## src/rtl/calc_pkg.sv

```systemverilog
// rtl/calc_pkg.sv - shared types and constants for the calculator digit entry path
// SEG_INPUT_EN selects the 7-bit segment-pattern digit input instead of 4-bit BCD.
package calc_pkg;

  typedef enum logic [1:0] {IDLE, D1, D2, HOLD} state_t;

  localparam logic [3:0] BCD_MAX = 4'd9;

  // Active-low segments {a,b,c,d,e,f,g}, shared with the display decoders
  localparam logic [6:0] SEG_0 = 7'b0000001;
  localparam logic [6:0] SEG_1 = 7'b1001111;
  localparam logic [6:0] SEG_2 = 7'b0010010;
  localparam logic [6:0] SEG_3 = 7'b0000110;
  localparam logic [6:0] SEG_4 = 7'b1001100;
  localparam logic [6:0] SEG_5 = 7'b0100100;
  localparam logic [6:0] SEG_6 = 7'b0100000;
  localparam logic [6:0] SEG_7 = 7'b0001111;
  localparam logic [6:0] SEG_8 = 7'b0000000;
  localparam logic [6:0] SEG_9 = 7'b0001100;

`ifdef SEG_INPUT_EN
  localparam int DIG_W = 7;
`else
  localparam int DIG_W = 4;
`endif

endpackage

```

## src/rtl/seg7_to_digit.sv

```systemverilog
// rtl/seg7_to_digit.sv - decodes an active-low segment pattern back to a digit
// Used only when SEG_INPUT_EN is defined; unknown patterns report valid_o=0.
module seg7_to_digit
  import calc_pkg::*;
(
  input  logic [6:0] seg_i,
  output logic [3:0] digit_o,
  output logic       valid_o
);

  always_comb begin
    digit_o = 4'd0;
    valid_o = 1'b1;
    case (seg_i)
      SEG_0:   digit_o = 4'd0;
      SEG_1:   digit_o = 4'd1;
      SEG_2:   digit_o = 4'd2;
      SEG_3:   digit_o = 4'd3;
      SEG_4:   digit_o = 4'd4;
      SEG_5:   digit_o = 4'd5;
      SEG_6:   digit_o = 4'd6;
      SEG_7:   digit_o = 4'd7;
      SEG_8:   digit_o = 4'd8;
      SEG_9:   digit_o = 4'd9;
      default: valid_o = 1'b0;
    endcase
  end

endmodule

```

## src/rtl/two_digit_entry.sv

```systemverilog
// rtl/two_digit_entry.sv - collects tens/units digits and commits 0..99 over valid/ready
// SEG_INPUT_EN switches dig_data to 7-bit active-low segment patterns.
module two_digit_entry
  import calc_pkg::*;
#(
  parameter int OUT_W = 8
) (
  input  logic             clk,
  input  logic             rst,
  input  logic             dig_valid,
  output logic             dig_ready,
  input  logic [DIG_W-1:0] dig_data,
  input  logic             enter,
  input  logic             clr,
  output logic             val_valid,
  input  logic             val_ready,
  output logic [OUT_W-1:0] val_data,
  output logic [1:0]       digit_cnt,
  output logic             err
);

  state_t           state_q;
  logic [3:0]       tens_q, units_q, tens_d, units_d;
  logic [1:0]       digit_cnt_q, digit_cnt_d;
  logic             val_valid_q, err_q;
  logic [OUT_W-1:0] val_data_q;
  logic [3:0]       digit;
  logic             digit_ok, accept, good_acc, bad_acc;
  logic [6:0]       value;

`ifdef SEG_INPUT_EN
  seg7_to_digit u_seg7_to_digit (
    .seg_i   (dig_data),
    .digit_o (digit),
    .valid_o (digit_ok)
  );
`else
  assign digit    = dig_data;
  assign digit_ok = (dig_data <= BCD_MAX);
`endif

  assign dig_ready = !rst && ((state_q == IDLE) || (state_q == D1));
  assign accept    = dig_valid && dig_ready;
  assign good_acc  = accept && digit_ok;
  assign bad_acc   = accept && !digit_ok;

  // Digit shift happens before the commit so digit+enter in one cycle includes the digit
  always_comb begin
    tens_d      = tens_q;
    units_d     = units_q;
    digit_cnt_d = digit_cnt_q;
    if (good_acc) begin
      tens_d      = (state_q == IDLE) ? 4'd0 : units_q;
      units_d     = digit;
      digit_cnt_d = digit_cnt_q + 2'd1;
    end
  end

  assign value = ({3'b000, tens_d} << 3) + ({3'b000, tens_d} << 1) + {3'b000, units_d};

  always_ff @(posedge clk) begin
    if (rst) begin
      state_q     <= IDLE;
      tens_q      <= 4'd0;
      units_q     <= 4'd0;
      digit_cnt_q <= 2'd0;
      val_valid_q <= 1'b0;
      val_data_q  <= '0;
      err_q       <= 1'b0;
    end else if (clr) begin
      state_q     <= IDLE;
      tens_q      <= 4'd0;
      units_q     <= 4'd0;
      digit_cnt_q <= 2'd0;
      val_valid_q <= 1'b0;
      val_data_q  <= '0;
      err_q       <= 1'b0;
    end else begin
      err_q <= bad_acc;
      case (state_q)
        IDLE, D1, D2: begin
          tens_q      <= tens_d;
          units_q     <= units_d;
          digit_cnt_q <= digit_cnt_d;
          if (enter) begin
            state_q     <= HOLD;
            val_valid_q <= 1'b1;
            val_data_q  <= OUT_W'(value);
          end else if (good_acc) begin
            state_q <= (state_q == IDLE) ? D1 : D2;
          end
        end
        HOLD: begin
          if (val_ready) begin
            state_q     <= IDLE;
            tens_q      <= 4'd0;
            units_q     <= 4'd0;
            digit_cnt_q <= 2'd0;
            val_valid_q <= 1'b0;
          end
        end
      endcase
    end
  end

  assign val_valid = val_valid_q;
  assign val_data  = val_data_q;
  assign digit_cnt = digit_cnt_q;
  assign err       = err_q;

endmodule

```

## config.mk

```make
export PLATFORM = sky130hd
export DESIGN_NAME = two_digit_entry
export DESIGN_NICKNAME = d
export VERILOG_FILES = /design/src/rtl/calc_pkg.sv /design/src/rtl/seg7_to_digit.sv /design/src/rtl/two_digit_entry.sv
export SDC_FILE = /design/constraint.sdc
export NUM_CORES = 1
export LEC_CHECK = 0
export ABC_AREA = 1
export CORE_MARGIN = 2
export CORE_UTILIZATION = 30
export CTS_CLUSTER_DIAMETER = 40
export CTS_CLUSTER_SIZE = 16
export DETAILED_ROUTE_END_ITERATION = 7
export PLACE_DENSITY = 0.58
export SYNTH_ARGS = -nofsm -noshare
export SYNTH_HDL_FRONTEND = slang
export SYNTH_HIERARCHICAL = 1
export SYNTH_SLANG_ARGS = --single-unit
```

## constraint.sdc

```tcl
create_clock -name clk -period 6.7 [get_ports clk]
set_input_delay 1.34 -clock clk [delete_from_list [all_inputs] [get_ports clk]]
set_output_delay 1.34 -clock clk [all_outputs]
set_load 0.02 [all_outputs]
```

==> reports/results.tsv <==
stage	metric	value	unit
setup_path	critPathKind	primary input to primary output	
routing	postRouteAntennaNets	0	
outcome	status	complete, no violations	
sta	post-route-min-period	3.917	ns
clock_network	cts_buffer_depth	2	
sta	setup-violations-final	0	
yosys	yosysSeqAreaShare	33.30	%
placement	dp_hpwl	1997	um
setup_path	path_cells	clkdlybuf4s50_1, inv_1, nand2_4, inv_1, clkdlybuf4s50_1	
clock_network	ctsResizeCount	0	
routing	wl_per_cell	10.61	um
global_routing	grt_pass1_vias	1009	
floorplan	dieWidth	68.87	um
floorplan	die_y	68.87	um
routing	viasPerCell	4.376	
placement	port_buffers	21	
yosys	syn_nets	194	
yosys	synth_area_leaders	dfxtp_1, nand2_1, ha_1	
sta	hold_viol_final	0	
final_layout	antenna_cells	0	
clock_network	cts_tree	yes	
routing	route.detailed.drc	0	
setup_path	crit_path_end_kind	primary output	
sta	finalSetupTns	0	ns
min_path	hold_class	register to register	
setup_path	critPathRequiredTime	5.36	ns
power_and_ir_drop	power.density	165.7	nW/um^2
clock_network	cts_buffers	3	
setup_path	critPathMaxFanout	3	
yosys	synth_area_leader_cell	dfxtp_1	
routing	drt_pre_antenna_iters	4	
final_layout	area_growth	21.80	%
final_layout	final_layout_size_suffix_gt1_share	13.85	%
placement	place_congestion	0.7730	
power_and_ir_drop	p_leak	0.6997	nW
sta	worst_slack	2.783	ns
sta	rsz0062_at_grt	false	
yosys	avgSynthCellArea	7.214	um^2
sta	skew	0.007599	ns
power_and_ir_drop	vdd_drop_max	0.06373	mV
global_routing	grtUsageTotal	12.55	%
global_routing	grt_max_degree	16	
routing	vias	1072	
run	cap_violations	0	
global_routing	antenna_found_initial	0	
yosys	ys_ff_latch	21	
floorplan	placementRows	23	
global_routing	grt_first_pass_wirelength	4284	um
yosys	synth_cell_types	29	
final_layout	fillers	436	
final_layout	multi_input_area	720.7	um^2
setup_path	arrival	2.58	ns
sta	max_freq	255.3	MHz
floorplan	coreArea	4029	um^2
clock_network	clk_latency	0.27	ns
yosys	synth_cells	175	
floorplan	io-pin-count	23	
clock_network	htreeDepth	1	
clock_network	postCtsSetupBuffers	0	
clock_network	cts_hold_buf	0	
sta	fin_crit_sh	58.46	%
clock_network	cts.sinks	21	
yosys	yosys_warnings	6	
setup_path	slowest_stage	clkdlybuf4s50_1	
setup_path	start_kind	primary input	
global_routing	grt-ovfl-total	0	
placement	dp_slack	2.676	ns
power_and_ir_drop	power	0.2548	mW
final_layout	finish.net_count	215	
setup_path	cpPeakStageDelay	0.59	ns
floorplan	fp.dieArea	4743	um^2
clock_network	path_clk_slew	0.07	ns
final_layout	regArea	420.4	um^2
yosys	synth_top_area_share	33.30	%
clock_network	cts_root_buf	clkbuf_8	
routing	routed_wirelength	2599	um
sta	drv_slew	0	
floorplan	initial_core_util	31.34	%
yosys	syn_area	1262	um^2
routing	first_iter_violations	49	
==> registers in the layout, indices dropped and copies added (netlist names) <==
| signal | flops |
|---|---|
| val_data | 7 |
| tens_q | 4 |
| units_q | 4 |
| digit_cnt | 2 |
| state_q | 2 |
| err | 1 |
| val_valid | 1 |
==> worst max-delay path: cells and delay by family <==
kind,cells,cell delay (ns)
buffers and inverters,4,1.17
and+or+nand+nor,1,0.08
==> report_power, final <==
group          switching (mW)  internal [mW]  total [mW]
Sequential            0.00204          0.128       0.130
Combinational          0.0239         0.0163      0.0401
Clock                  0.0423         0.0424      0.0847
==> placed cells by master, fill, tap and decap left out, types with 4 or more instances in the layout <==
cell,synthesis,layout
ha_1,8,8
nand2_2,11,11
o21ai_1,4,4
nand3_1,12,12
dfxtp_1,21,21
inv_2,4,4
clkdlybuf4s50_1,0,21
o21ai_0,5,5
a21oi_1,12,12
inv_1,17,17
nor2_1,21,21
nand2_1,39,39
==> cells by family after synthesis <==
| family | share of synthesized area, % |
|---|---|
| and+or+nand+nor | 33.50 |
| AOI/OAI and AO/OA | 12.39 |
| buffers and inverters | 9.612 |
| DFF | 33.30 |
| adders and majority gates | 9.515 |
| xor gates and xnor gates | 1.388 |
| other | 0.2970 |
==> cells in the mapped netlist, drive strengths merged <==
library cell	n
conb	1
and2	1
clkbuf	1
fa	1
dfxtp	21
xnor2	1
nor4	1
xor2	1
a21oi	13
inv	21
o21ai	13
buf	4
nand2	52
ha	8
nor3b	1
nor2	23
nand3	12
==> per-layer routing <==
| layer | vias up | track usage, % | wire, um | part of all wire, % |
|---|---|---|---|---|
| met5 | - | 0 | 0 | 0 |
| met4 | 0 | 6.618 | 56 | 2.2 |
| met3 | 5 | 2.435 | 109 | 4.2 |
| met2 | 23 | 19.47 | 1092 | 42 |
| met1 | 453 | 16.40 | 1341 | 52 |
| li1 | 591 | - | - | - |
==> layout make-up <==
cell class | instances | area share [%]
sequential | 21 | 27.34
tap | 50 | 4.068
inverter | 21 | 5.126
timing repair buffer | 21 | 13.67
clock buffer | 4 | 2.929
multi-input combinational | 128 | 46.87
==> stage by stage <==
step                utilization, %  cells  hold slack (ns)  area, um^2
floorplan                        -    175           0.4437        1262
global placement             37.05    241           0.4523        1493
detailed placement           37.05    241           0.4567        1493
CTS                          38.17    245           0.4742        1538
global route                 38.17    245           0.4905        1538
finish                       38.17    245           0.4701        1538
==> final timing paths <==
check | from | end | slack (ns) | depth (start not counted)
setup / recovery | rst | dig_ready | 2.78 | 5
hold / removal | val_valid$_SDFFE_PP0P_ | val_valid$_SDFFE_PP0P_ | 0.47 | 2
setup reg to reg | state_q[1]$_SDFFE_PP0P_ | val_data[6]$_SDFFE_PP0P_ | 4.21 | 16
hold reg to reg | val_valid$_SDFFE_PP0P_ | val_valid$_SDFFE_PP0P_ | 0.47 | 2
Note: power is estimated with default switching activity, not from simulation.
